===== src/rtl/vluint_pkg.sv =====
// Shared constants and types for the vluint7 LEB128-style encoder and decoder.
// The decoder imports the same package so both sides agree on group size and flag position.
package vluint_pkg;

  localparam int VLU_GRP_BITS = 7;
  localparam int VLU_CONT_BIT = 7;

  typedef enum logic [1:0] {
    VLU_IDLE,
    VLU_EMIT,
    VLU_DONE
  } vlu_state_t;

  function automatic int vlu_max_bytes(input int w);
    return (w + 6) / 7;
  endfunction

endpackage


===== src/rtl/vluint7_enc.sv =====
// Unsigned variable-length encoder: writes one word as 7-bit groups, LSB group first,
// one byte per cycle into byte-wide memory, bit 7 flagging that another byte follows.
module vluint7_enc
  import vluint_pkg::*;
#(
  parameter int ADDR_W = 16,
  parameter int WORD_W = 32,
  parameter int BYTE_W = 8
) (
  input  logic              clk,
  input  logic              reset,
  input  logic              beg,
  input  logic [ADDR_W-1:0] addr,
  input  logic [WORD_W-1:0] data,
  input  logic              mem_ready,
  output logic              mem_we,
  output logic [ADDR_W-1:0] mem_addr,
  output logic [7:0]        mem_wdata,
  output logic              busy,
  output logic              done,
  output logic [ADDR_W-1:0] addr_out,
  output logic [2:0]        nbytes
);

  localparam int MAX_BYTES = vlu_max_bytes(WORD_W);

  if (BYTE_W != 8) begin : g_byte_w_check
    $error("vluint7_enc: BYTE_W must be 8");
  end

  vlu_state_t        r_state;
  vlu_state_t        w_next;
  logic [WORD_W-1:0] r_rem;
  logic [ADDR_W-1:0] r_ptr;
  logic [2:0]        r_cnt;
  logic [ADDR_W-1:0] r_addr_out;
  logic [2:0]        r_nbytes;

  logic w_cont;
  logic w_accept;
  logic w_start;
  logic w_we;
  logic w_busy;
  logic w_done;

  // Continuation is set whenever any bits remain above the group being written.
  assign w_cont    = |r_rem[WORD_W-1:VLU_GRP_BITS];
  assign w_accept  = (r_state == VLU_EMIT) && mem_ready;
  assign w_start   = beg && (r_state != VLU_EMIT);

  assign mem_we    = w_we;
  assign busy      = w_busy;
  assign done      = w_done;
  assign mem_addr  = r_ptr;
  assign mem_wdata = {w_cont, r_rem[VLU_GRP_BITS-1:0]};
  assign addr_out  = r_addr_out;
  assign nbytes    = r_nbytes;

  always_ff @(posedge clk or posedge reset) begin
    if (reset) begin
      r_state <= VLU_IDLE;
    end else begin
      r_state <= w_next;
    end
  end

  always_comb begin
    w_next = r_state;
    w_we   = 1'b0;
    w_busy = 1'b0;
    w_done = 1'b0;
    unique case (r_state)
      VLU_IDLE: begin
        if (beg) w_next = VLU_EMIT;
      end
      VLU_EMIT: begin
        w_we   = 1'b1;
        w_busy = 1'b1;
        if (mem_ready && !w_cont) w_next = VLU_DONE;
      end
      VLU_DONE: begin
        w_done = 1'b1;
        w_next = beg ? VLU_EMIT : VLU_IDLE;
      end
      default: w_next = VLU_IDLE;
    endcase
  end

  // Result registers update on the last accepted byte so they are valid alongside done.
  always_ff @(posedge clk or posedge reset) begin
    if (reset) begin
      r_rem      <= '0;
      r_ptr      <= '0;
      r_cnt      <= '0;
      r_addr_out <= '0;
      r_nbytes   <= '0;
    end else if (w_start) begin
      r_rem <= data;
      r_ptr <= addr;
      r_cnt <= '0;
    end else if (w_accept) begin
      r_rem <= r_rem >> VLU_GRP_BITS;
      r_ptr <= r_ptr + ADDR_W'(1);
      r_cnt <= r_cnt + 3'd1;
      if (!w_cont) begin
        r_addr_out <= r_ptr + ADDR_W'(1);
        r_nbytes   <= r_cnt + 3'd1;
      end
    end
  end

  a_cnt_bound: assert property (@(posedge clk) disable iff (reset) int'(r_cnt) <= MAX_BYTES);

endmodule

===== config.mk =====
export PLATFORM = sky130hd
export DESIGN_NAME = vluint7_enc
export DESIGN_NICKNAME = d
export VERILOG_FILES = /design/src/rtl/vluint_pkg.sv /design/src/rtl/vluint7_enc.sv
export SDC_FILE = /design/constraint.sdc
export NUM_CORES = 1
export LEC_CHECK = 0
export BUFFER_PORTS_ARGS = -buffer_cell sky130_fd_sc_hd__buf_2
export CAP_MARGIN = 0
export CORE_ASPECT_RATIO = 1.5
export CORE_MARGIN = 8
export CORE_UTILIZATION = 45
export CTS_BUF_LIST = sky130_fd_sc_hd__clkbuf_8
export CTS_CLUSTER_SIZE = 12
export DETAILED_ROUTE_END_ITERATION = 8
export PLACE_DENSITY = 0.73
export SKIP_LAST_GASP = 1
export SYNTH_ARGS = -nofsm -noshare
export SYNTH_HDL_FRONTEND = slang
export SYNTH_SLANG_ARGS = --single-unit

===== constraint.sdc =====
create_clock -name clk -period 2.5 [get_ports clk]
set_input_delay 0.125 -clock clk [delete_from_list [all_inputs] [get_ports clk]]
set_output_delay 0.125 -clock clk [all_outputs]
set_load 0.05 [all_outputs]

# After elaboration in Yosys (flattened, before gate mapping)
# Cells that the tools add are included.
[classes]
mux = 12
add_sub_neg = 2
bitwise = 2
n_eq_ne = 5
n_reduce_logical = 9
[op_table]
columns = ["operator", "n"]
rows = [
  ["$mux 32", 2],
  ["$mux 16", 2],
  ["$reduce_or 25->1", 1],
  ["$add 16x1->16 const B", 1],
  ["$mux 3", 2],
  ["$pmux 2 s3", 1],
  ["$mux 2", 2],
  ["$ne 2x1->1 const B", 2],
  ["$add 3x1->3 const B", 1],
  ["$logic_and 1x1->1", 3],
  ["$mux 1", 3],
  ["$reduce_and 3->1", 1],
  ["$eq 2x1->1 const B", 1],
  ["$eq 2x2->1 const B", 1],
  ["$logic_not 2->1", 1],
  ["$ne 2x2->1 const B", 1],
  ["$not 1->1", 2],
  ["$reduce_and 2->1", 1],
  ["$reduce_bool 2->1", 1],
  ["$logic_not 1->1", 1],
]
[word_totals]
out_inout_bits = 46
register_bits = 72
word_cells = 36
inputBits = 52

# Depth between registers and ports, before layout
# Gate-level depths: netlist (run 1).
[depth]
word_depth = 5
depth_mapped = 6
mapped_depth_nobuf = 5

# Worst setup path after synthesis (run 1)
# OpenSTA, ideal clock, no wires.
[synth_path]
path_type = "register -> register"
start = "register r_ptr[4] (netlist: mem_addr[4])"
end = "register r_ptr[13] (netlist: mem_addr[13])"
required_ns = 2.374
setup_slack_ns = 0.414
stages_incl_launch_ff = 6
synth_period_minus_slack_ns = 2.086
setup_ns = 0.126
path_buffers = 1
arrival_time_ns = 1.960
path_cell_list = "dfrtp_1 > clkbuf_1 > nand3_1 > nor4_1 > o21ai_0 > a221o_1"
[synth_between]
elab_chain_cells = 3
[synth_lines]
columns = ["item", "line_no", "text"]
rows = [
  ["start: declaration", "vluint7_enc.sv:34", "logic [ADDR_W-1:0] r_ptr;"],
  ["start signal: assignment", "vluint7_enc.sv:99", "r_ptr <= addr;"],
  ["start signal: assignment", "vluint7_enc.sv:103", "r_ptr <= r_ptr + ADDR_W'(1);"],
  ["$add 16x1->16", "vluint7_enc.sv:103", ""],
  ["$mux 16", "vluint7_enc.sv:101", "end else if (w_accept) begin"],
  ["$mux 16", "vluint7_enc.sv:97", "end else if (w_start) begin"],
]
# Every way passes these cells. The select of a mux whose other input is x is not followed.
# A chain may end at the register's enable or synchronous reset.

# Worst setup path in the final report (run 1)
[layout_path]
start = "register r_rem[28]"
end = "output port mem_wdata[7]"
[layout_between]
elab_chain_cells = 1
[layout_lines]
columns = ["item", "line_no", "text"]
rows = [
  ["start: declaration", "vluint7_enc.sv:33", "logic [WORD_W-1:0] r_rem;"],
  ["start signal: assignment", "vluint7_enc.sv:98", "r_rem <= data;"],
  ["start signal: assignment", "vluint7_enc.sv:102", "r_rem <= r_rem >> VLU_GRP_BITS;"],
  ["$reduce_or 25->1", "vluint7_enc.sv:47", "assign w_cont = |r_rem[WORD_W-1:VLU_GRP_BITS];"],
  ["end: declaration", "vluint7_enc.sv:18", "output logic [7:0] mem_wdata,"],
]
# Every way passes these cells.

==> results.md, run 1 <==
* Outcome: finished clean
* Pre-CTS setup slack at approximately 0.38 ns
* Drc violations at 0
* R2R Setup Slk at 0.41 ns
* Worst-path fanout max at 4
* Initial core utilization at 45.8%
* N_diodes at 0
* Clock tree buffer depth at 2
* Reg power frac at 35.9%
* I/O pin count at 98
* PD cells at 1280 nW/µm²
* Worst slew pin tran at 0.698 ns
* Antenna violations before repair at 0
* Leading cell type in the layout, fill and taps excluded: buf_2
* Remaining antenna violation count at 0
* Setup repair after global routing missed its margin: no
* CTS Sinks at between 70 and 80
* Internal Power at between 2 and 3 mW
* Fin crit share at approximately 89%
* Clock Latency Late Sink at 0.35 ns
* Critical Path End: mem_wdata[7]
* Worst IR Drop VDD at approximately 680 µV
* Final Max Slew Viols at 0
* Drt initial violations at between 150 and 200
* Final worst setup slack at between 0.2 and 0.3 ns
* Max Cap Viol at 0
* Most frequent cells in the layout: buf_2 (97), dfrtp_1 (72), nand2_1 (67)
* Synth warn at 0
* WS Path Type: reg -> out
* Area taken by multi-input logic gates at 1470 µm²
* Clock share of power at about 18%
* Final net count at ~500
* CP Data Arrival Time at ~2.1 ns
* Post-route setup TNS at 0 ns
* Largest net degree at the start of global routing at 42
* GRT overflow at 0
* Post-synthesis register bit count at 72
* Fillers at 700
* R2R Path End: addr_out[5]$_DFFE_PP0P_
* Via count at 3003
* Die area at approximately 11000 µm²
* Via/cell ratio at ~5.5
* Cells after Synth at 336
* Cell variety after synth at slightly above 40
* Die Width at between 80 and 90 µm
* CTS Hold Bufs at 17
* CTS Buf Count at 9
* Area grow syn2layout at 27.4%
* Switch share at 47.5%
* Sw power at 2.66 mW
* Async SR Flop Fraction at between 90% and 100%
* Vias in the first global route at 3025
* Worst min path class: in -> reg
* Fin Clk Skew at 0.00507 ns
* Mapped cell area at 3440 µm²
* Worst-path clk slew at 0.07 ns
* Top FF cell, synth: dfrtp_1
* DP Wirelength at just under 7000 µm
* Rows at 39
* Input/output buffers at 97
* Maximum clock frequency at 449 MHz
* Comb power frac at between 40% and 50%
* First-pass GRT wire length at 15100 µm
* Total track usage at between 10% and 20%
* Worst Setup SP: r_rem[28]$_DFFE_PP0P_
* Reg area at 1800 µm²
* H-tree levels at 3
* CORE AREA at 7510 µm²
* Seq/Total Area, Yosys at 52.4%
* Final setup viols at 0
* Startpoint Class: flop
* Syn Nets at 390
* Die Ht at 123 µm
* Final Core Density at 58.3%
* Post-detailed-route wirelength per cell at 16.9 µm
* Min cycle time layout at 2.22 ns
* Root buf cell: clkbuf_8
* Worst R2R Start: r_rem[28]$_DFFE_PP0P_
* R2R depth at 5
* Final wirelength at 9310 µm
* Post-CTS Setup Inserts at 0
* Worst slew margin at 53.4%
* GP Congestion at roughly 0.81
* Critical Path Sink Type: output pin
* Final Hold Vio Count at 0
* LEAKAGE at 2.23 nW
* Post-synth EDFFs at 0
* Post-CTS sizing at 0
* CTS tree: yes
* Drt pass-1 iters at 5
* Worst EP required at 2.38 ns
* Syn Area/Cell at 10.2 µm²
* Layout cell share with drive strength beyond 1 at between 30 and 40%
critical path, stage by stage (launching register included):
cell and delay, ns:
dfrtp_1 0.40, nor4_1 0.31, nand4_1 0.27, or3_2 0.54, buf_2 0.23
cell type report:
type,count,share of cell area [%]
multi-input cells,228,33.6
inverters,7,0.599
clock inverters,3,0.885
repair buffers,125,16.8
flip-flops and latches,72,41.1
clock buffers,13,4.08
well taps,102,2.91
how the worst min path moves through the flow:
| stage | start | to | slack, ns | depth (start not counted) |
|---|---|---|---|---|
| after floorplan | addr[7] | mem_addr[7]$_DFFE_PP0P_ | 0.24 | 2 |
| after global placement | reset | r_rem[31]$_DFFE_PP0P_ | 0.27 | 2 |
| after detailed placement | reset | r_rem[31]$_DFFE_PP0P_ | 0.26 | 2 |
| after CTS | data[18] | r_rem[18]$_DFFE_PP0P_ | 0.0005 | 3 |
| after global routing | data[23] | r_rem[23]$_DFFE_PP0P_ | 0.007 | 3 |
| final | data[19] | r_rem[19]$_DFFE_PP0P_ | 0.01 | 3 |
through the flow:
step / std cells / cell area [µm²] / power (mW) / hold slack [ns]
2_1_floorplan: 336 / 3440 / 4.00 / 0.242
3_3_place_gp: 517 / 4000 / 4.57 / 0.266
3_5_place_dp: 517 / 4000 / 4.63 / 0.260
4_1_cts: 550 / 4380 / 5.63 / 0.000491
5_1_grt: 550 / 4380 / 5.93 / 0.00703
6_report: 550 / 4380 / 5.59 / 0.0146
flip-flops by register name, summed over array words and instances, names as in the netlist:
signal / count
r_state: 2
mem_addr: 16
addr_out: 16
r_rem: 32
nbytes: 3
r_cnt: 3
Yosys cell counts, types with 8 or more instances:
master,count,area [µm²]
buf_4,10,75.1
nor2_1,12,45.0
nand2_1,67,251
nand3_1,8,40.0
nor4_1,10,62.6
a22oi_1,28,210
clkbuf_1,16,60.1
dfrtp_1,72,1800
a22o_1,9,78.8
mux2_2,16,180
xnor2_1,8,70.1
o21ai_0,11,55.1
xor2_1,8,70.1
power by group through the flow:
stage	registers [mW]	logic (mW)	clock network [mW]
final	2.01	2.61	0.979
after CTS	2.00	2.63	0.998
after global placement	2.00	2.57	0
after global routing	2.07	2.81	1.05
after floorplan	2.68	1.33	0
after detailed placement	2.03	2.60	0
cells by family (layout without fill, tap and decap cells):
| logic type | after synthesis | after routing | synth area share, % |
|---|---|---|---|
| compound gates | 70 | 70 | 14.8 |
| xor+xnor | 16 | 16 | 4.07 |
| fa+ha+maj | 2 | 2 | 0.727 |
| buf+inv | 36 | 148 | 5.24 |
| flops | 72 | 72 | 52.4 |
| mux | 19 | 19 | 6.11 |
| simple gates | 121 | 121 | 16.7 |
layer usage:
layer / up-vias / part of all wire [%] / track usage [%]
li1: 1413 / - / -
met1: 1470 / 37 / 20.5
met2: 103 / 54 / 31.1
met3: 17 / 6.4 / 5.46
met4: 0 / 2.1 / 8.97
met5: - / 0 / 0
No activity file was read; power rests on OpenSTA's default activity.
==> run 2: changes to the inputs <==
--- a/config.mk
+++ b/config.mk
@@ -5,6 +5,7 @@
 export SDC_FILE = /design/constraint.sdc
 export NUM_CORES = 1
 export LEC_CHECK = 0
+export ABC_AREA = 1
 export BUFFER_PORTS_ARGS = -buffer_cell sky130_fd_sc_hd__buf_2
 export CAP_MARGIN = 0
 export CORE_ASPECT_RATIO = 1.5
@@ -13,7 +14,7 @@
 export CTS_BUF_LIST = sky130_fd_sc_hd__clkbuf_8
 export CTS_CLUSTER_SIZE = 12
 export DETAILED_ROUTE_END_ITERATION = 8
-export PLACE_DENSITY = 0.73
+export PLACE_DENSITY = 0.72
 export SKIP_LAST_GASP = 1
 export SYNTH_ARGS = -nofsm -noshare
 export SYNTH_HDL_FRONTEND = slang
==> results.md, run 2 <==
* Critical Path Sink Type: flop
* Met2 wire length at 5220 µm (+3.4%)
* Post-synth top cells: nand2_1 (164), dfrtp_1 (72), inv_1 (37)
* Top-area cell type share of the netlist area at 50.7% (-1.7 points)
* Worst slew pin tran at 0.714 ns (+0.0169 ns)
* Final Max Slew Viols at 0 (unchanged)
* Leading cell type in the layout, fill and taps excluded: nand2_1
* CP Data Arrival Time at 2.05 ns (-0.05 ns)
* Via count at 3274 (+9.0%)
* Post-route setup TNS at 0 ns (unchanged)
* DP Wirelength at 6980 µm (+2.1%)
* Post-synth top area cell: dfrtp_1
* WL met1 at 3580 µm (+2.9%)
* GRT overflow at 0 (unchanged)
* Worst EP required at 2.74 ns (+0.36 ns)
* PD cells at 1390 nW/µm² (+9.3%)
* Worst-path clk slew at 0.07 ns (about the same)
* Worst slew margin at 52.3% (-1.1 points)
* Area grow syn2layout at 28.3%
* Drt initial violations at 125 (-25%)
* Final wirelength at 9540 µm (+2.4%)
* Root buf cell: clkbuf_8
* Post-CTS sizing at 0 (unchanged)
* Top FF cell, synth: dfrtp_1
* Post-synthesis register bit count at 72 (unchanged)
* WS Path Type: reg -> reg
* Mapped cell area at 3560 µm² (+3.4%)
* Outcome: finished clean
* Most frequent cells in the layout: nand2_1 (164), buf_2 (97), dfrtp_1 (72)
* Post-synth EDFFs at 0 (unchanged)
* Total track usage at 18.0% (-0.39 points)
* Cell Count Post-Placement at 608 (+18%)
* Reg area at 1800 µm² (unchanged)
* GP Congestion at 0.846 (+5.0%)
* Final net count at 600 (+21%)
* Seq/Total Area, Yosys at 50.7% (-1.7 points)
* Post-Layout Cell Count at 653 (+19%)
* Post-CTS Setup Inserts at 0 (unchanged)
* CTS Buf Count at 9 (unchanged)
* Clock Latency Late Sink at 0.35 ns (about the same)
* Clock tree buffer depth at 2 (unchanged)
* Die area at 11100 µm² (+2.8%)
* N_diodes at 0 (unchanged)
* Cells after Synth at 431 (+28%)
* Fillers at 727 (+3.9%)
* Drt pass-1 iters at 4 (-1)
* Layout cell share with drive strength beyond 1 at 25.8% (-7.3 points)
* CTS tree: yes
* Final setup viols at 0 (unchanged)
* I/O pin count at 98 (unchanged)
* Cell variety after synth at 27 (-34%)
* Drc violations at 0 (unchanged)
* Rows at 39 (unchanged)
* First-pass GRT wire length at 15500 µm (+3.2%)
* Top-count cell post-synth: nand2_1
* Async SR Flop Fraction at 100% (unchanged)
* Input/output buffers at 97 (unchanged)
* CORE AREA at 7660 µm² (+1.9%)
* Via/cell ratio at 5.01 (-8.2%)
* Die Ht at 125 µm (+1.5%)
* Vias in the first global route at 3316 (+9.6%)
* Setup repair after global routing missed its margin: no
* Startpoint Class: flop
* Worst IR Drop VDD at 631 µV (-7.5%)
* Worst min path class: in -> reg
* Final Hold Vio Count at 0 (unchanged)
* CTS Hold Bufs at 28 (+11)
* H-tree levels at 3 (unchanged)
* Initial core utilization at 46.4% (+0.64 points)
* Syn Nets at 485 (+24%)
* LEAKAGE at 2.42 nW (+8.6%)
* Remaining antenna violation count at 0 (unchanged)
* Area taken by multi-input logic gates at 1380 µm² (-6.0%)
* Syn Area/Cell at 8.25 µm² (-19%)
* Max reg flops at 32 (unchanged)
* Maximum clock frequency at 552 MHz (+23%)
* Fin crit share at 72.5% (-17 points)
* Largest cells by area after synthesis: dfrtp_1 (51%), nand2_1 (17%), o221ai_1 (4.4%)
* Synth warn at 0 (unchanged)
* Met3 WL post-DR at 579 µm (-2.2%)
* Largest net degree at the start of global routing at 43 (+2.4%)
* Antenna violations before repair at 0 (unchanged)
* CTS Sinks at 72 (unchanged)
* Largest register by flop count: r_rem
* Min cycle time layout at 1.81 ns (-0.413 ns)
* Die Width at 88.6 µm (+1.4%)
* Max layer used: met4
* Worst-path fanout max at 35 (+31)
* Max Cap Viol at 0 (unchanged)
* Fin Clk Skew at 0.00783 ns (+0.00277 ns)
* Post-detailed-route wirelength per cell at 14.6 µm (-14%)
==> run 2: metal layers <==
metal / global-route usage, % / vias up
li1: - / 1596
met1: 19.0 / 1552
met2: 32.1 / 111
met3: 4.23 / 15
met4: 7.81 / 0
met5: 0 / -
==> run 2: path summary, 6_finish.rpt <==
path                       slack, ns                      end  cells past startpoint              startpoint
hold / removal                  0.01     r_rem[6]$_DFFE_PP0P_                      3                 data[6]
setup reg to reg                0.69  addr_out[3]$_DFFE_PP0P_                      6  r_state[1]$_DFFE_PP0P_
setup / recovery                0.69  addr_out[3]$_DFFE_PP0P_                      6  r_state[1]$_DFFE_PP0P_
max in group asynchronous       1.46  mem_addr[2]$_DFFE_PP0P_                      4                   reset
hold reg to reg                 0.48    nbytes[2]$_DFFE_PP0P_                      2   nbytes[2]$_DFFE_PP0P_
min in group asynchronous       0.32    r_rem[29]$_DFFE_PP0P_                      3                   reset
==> run 2: cell type report <==
cell class / count / share of cell area (%)
Sequential cell: 72 / 39.5
Multi-Input combinational cell: 281 / 30.3
Timing Repair Buffer: 129 / 17.5
Inverter: 53 / 4.36
Clock buffer: 11 / 3.32
Tap cell: 102 / 2.80
Clock inverter: 5 / 2.25
==> run 2: cells by family (layout without fill, tap and decap cells) <==
group | Yosys count | after routing | synth area share, %
AOI/OAI and AO/OA | 51 | 51 | 10.2
adders and majority gates | 2 | 2 | 0.704
buffers and inverters | 78 | 198 | 10.5
xor gates and xnor gates | 7 | 7 | 1.72
DFF | 72 | 72 | 50.7
and+or+nand+nor | 221 | 221 | 26.2
==> run 2: through the flow <==
| step | setup WS (ns) | cell area [µm²] | util, % | total power [mW] | hold WS [ns] |
|---|---|---|---|---|---|
| after floorplan | 0.550 | 3560 | - | 4.54 | 0.242 |
| after global placement | 0.710 | 4020 | 52.5 | 5.17 | 0.143 |
| after detailed placement | 0.697 | 4020 | 52.5 | 5.22 | 0.138 |
| after CTS | 0.667 | 4550 | 59.4 | 6.40 | 0.00211 |
| after global routing | 0.507 | 4560 | 59.6 | 6.75 | 0.0119 |
| final | 0.688 | 4560 | 59.6 | 6.36 | 0.0105 |
==> run 2: worst max-delay path: stages (launching register included) <==
cell	delay, ns
dfrtp_1	0.37
inv_1	0.12
nand3_4	0.35
inv_2	0.38
nand3_4	0.27
nand2_1	0.14
nand2_1	0.06
==> run 2: power breakdown <==
group	total, mW	internal, mW	switching [mW]
registers	2.01	1.65	0.360
logic	3.20	0.841	2.36
clock network	1.15	0.715	0.432
total	6.36	3.21	3.15
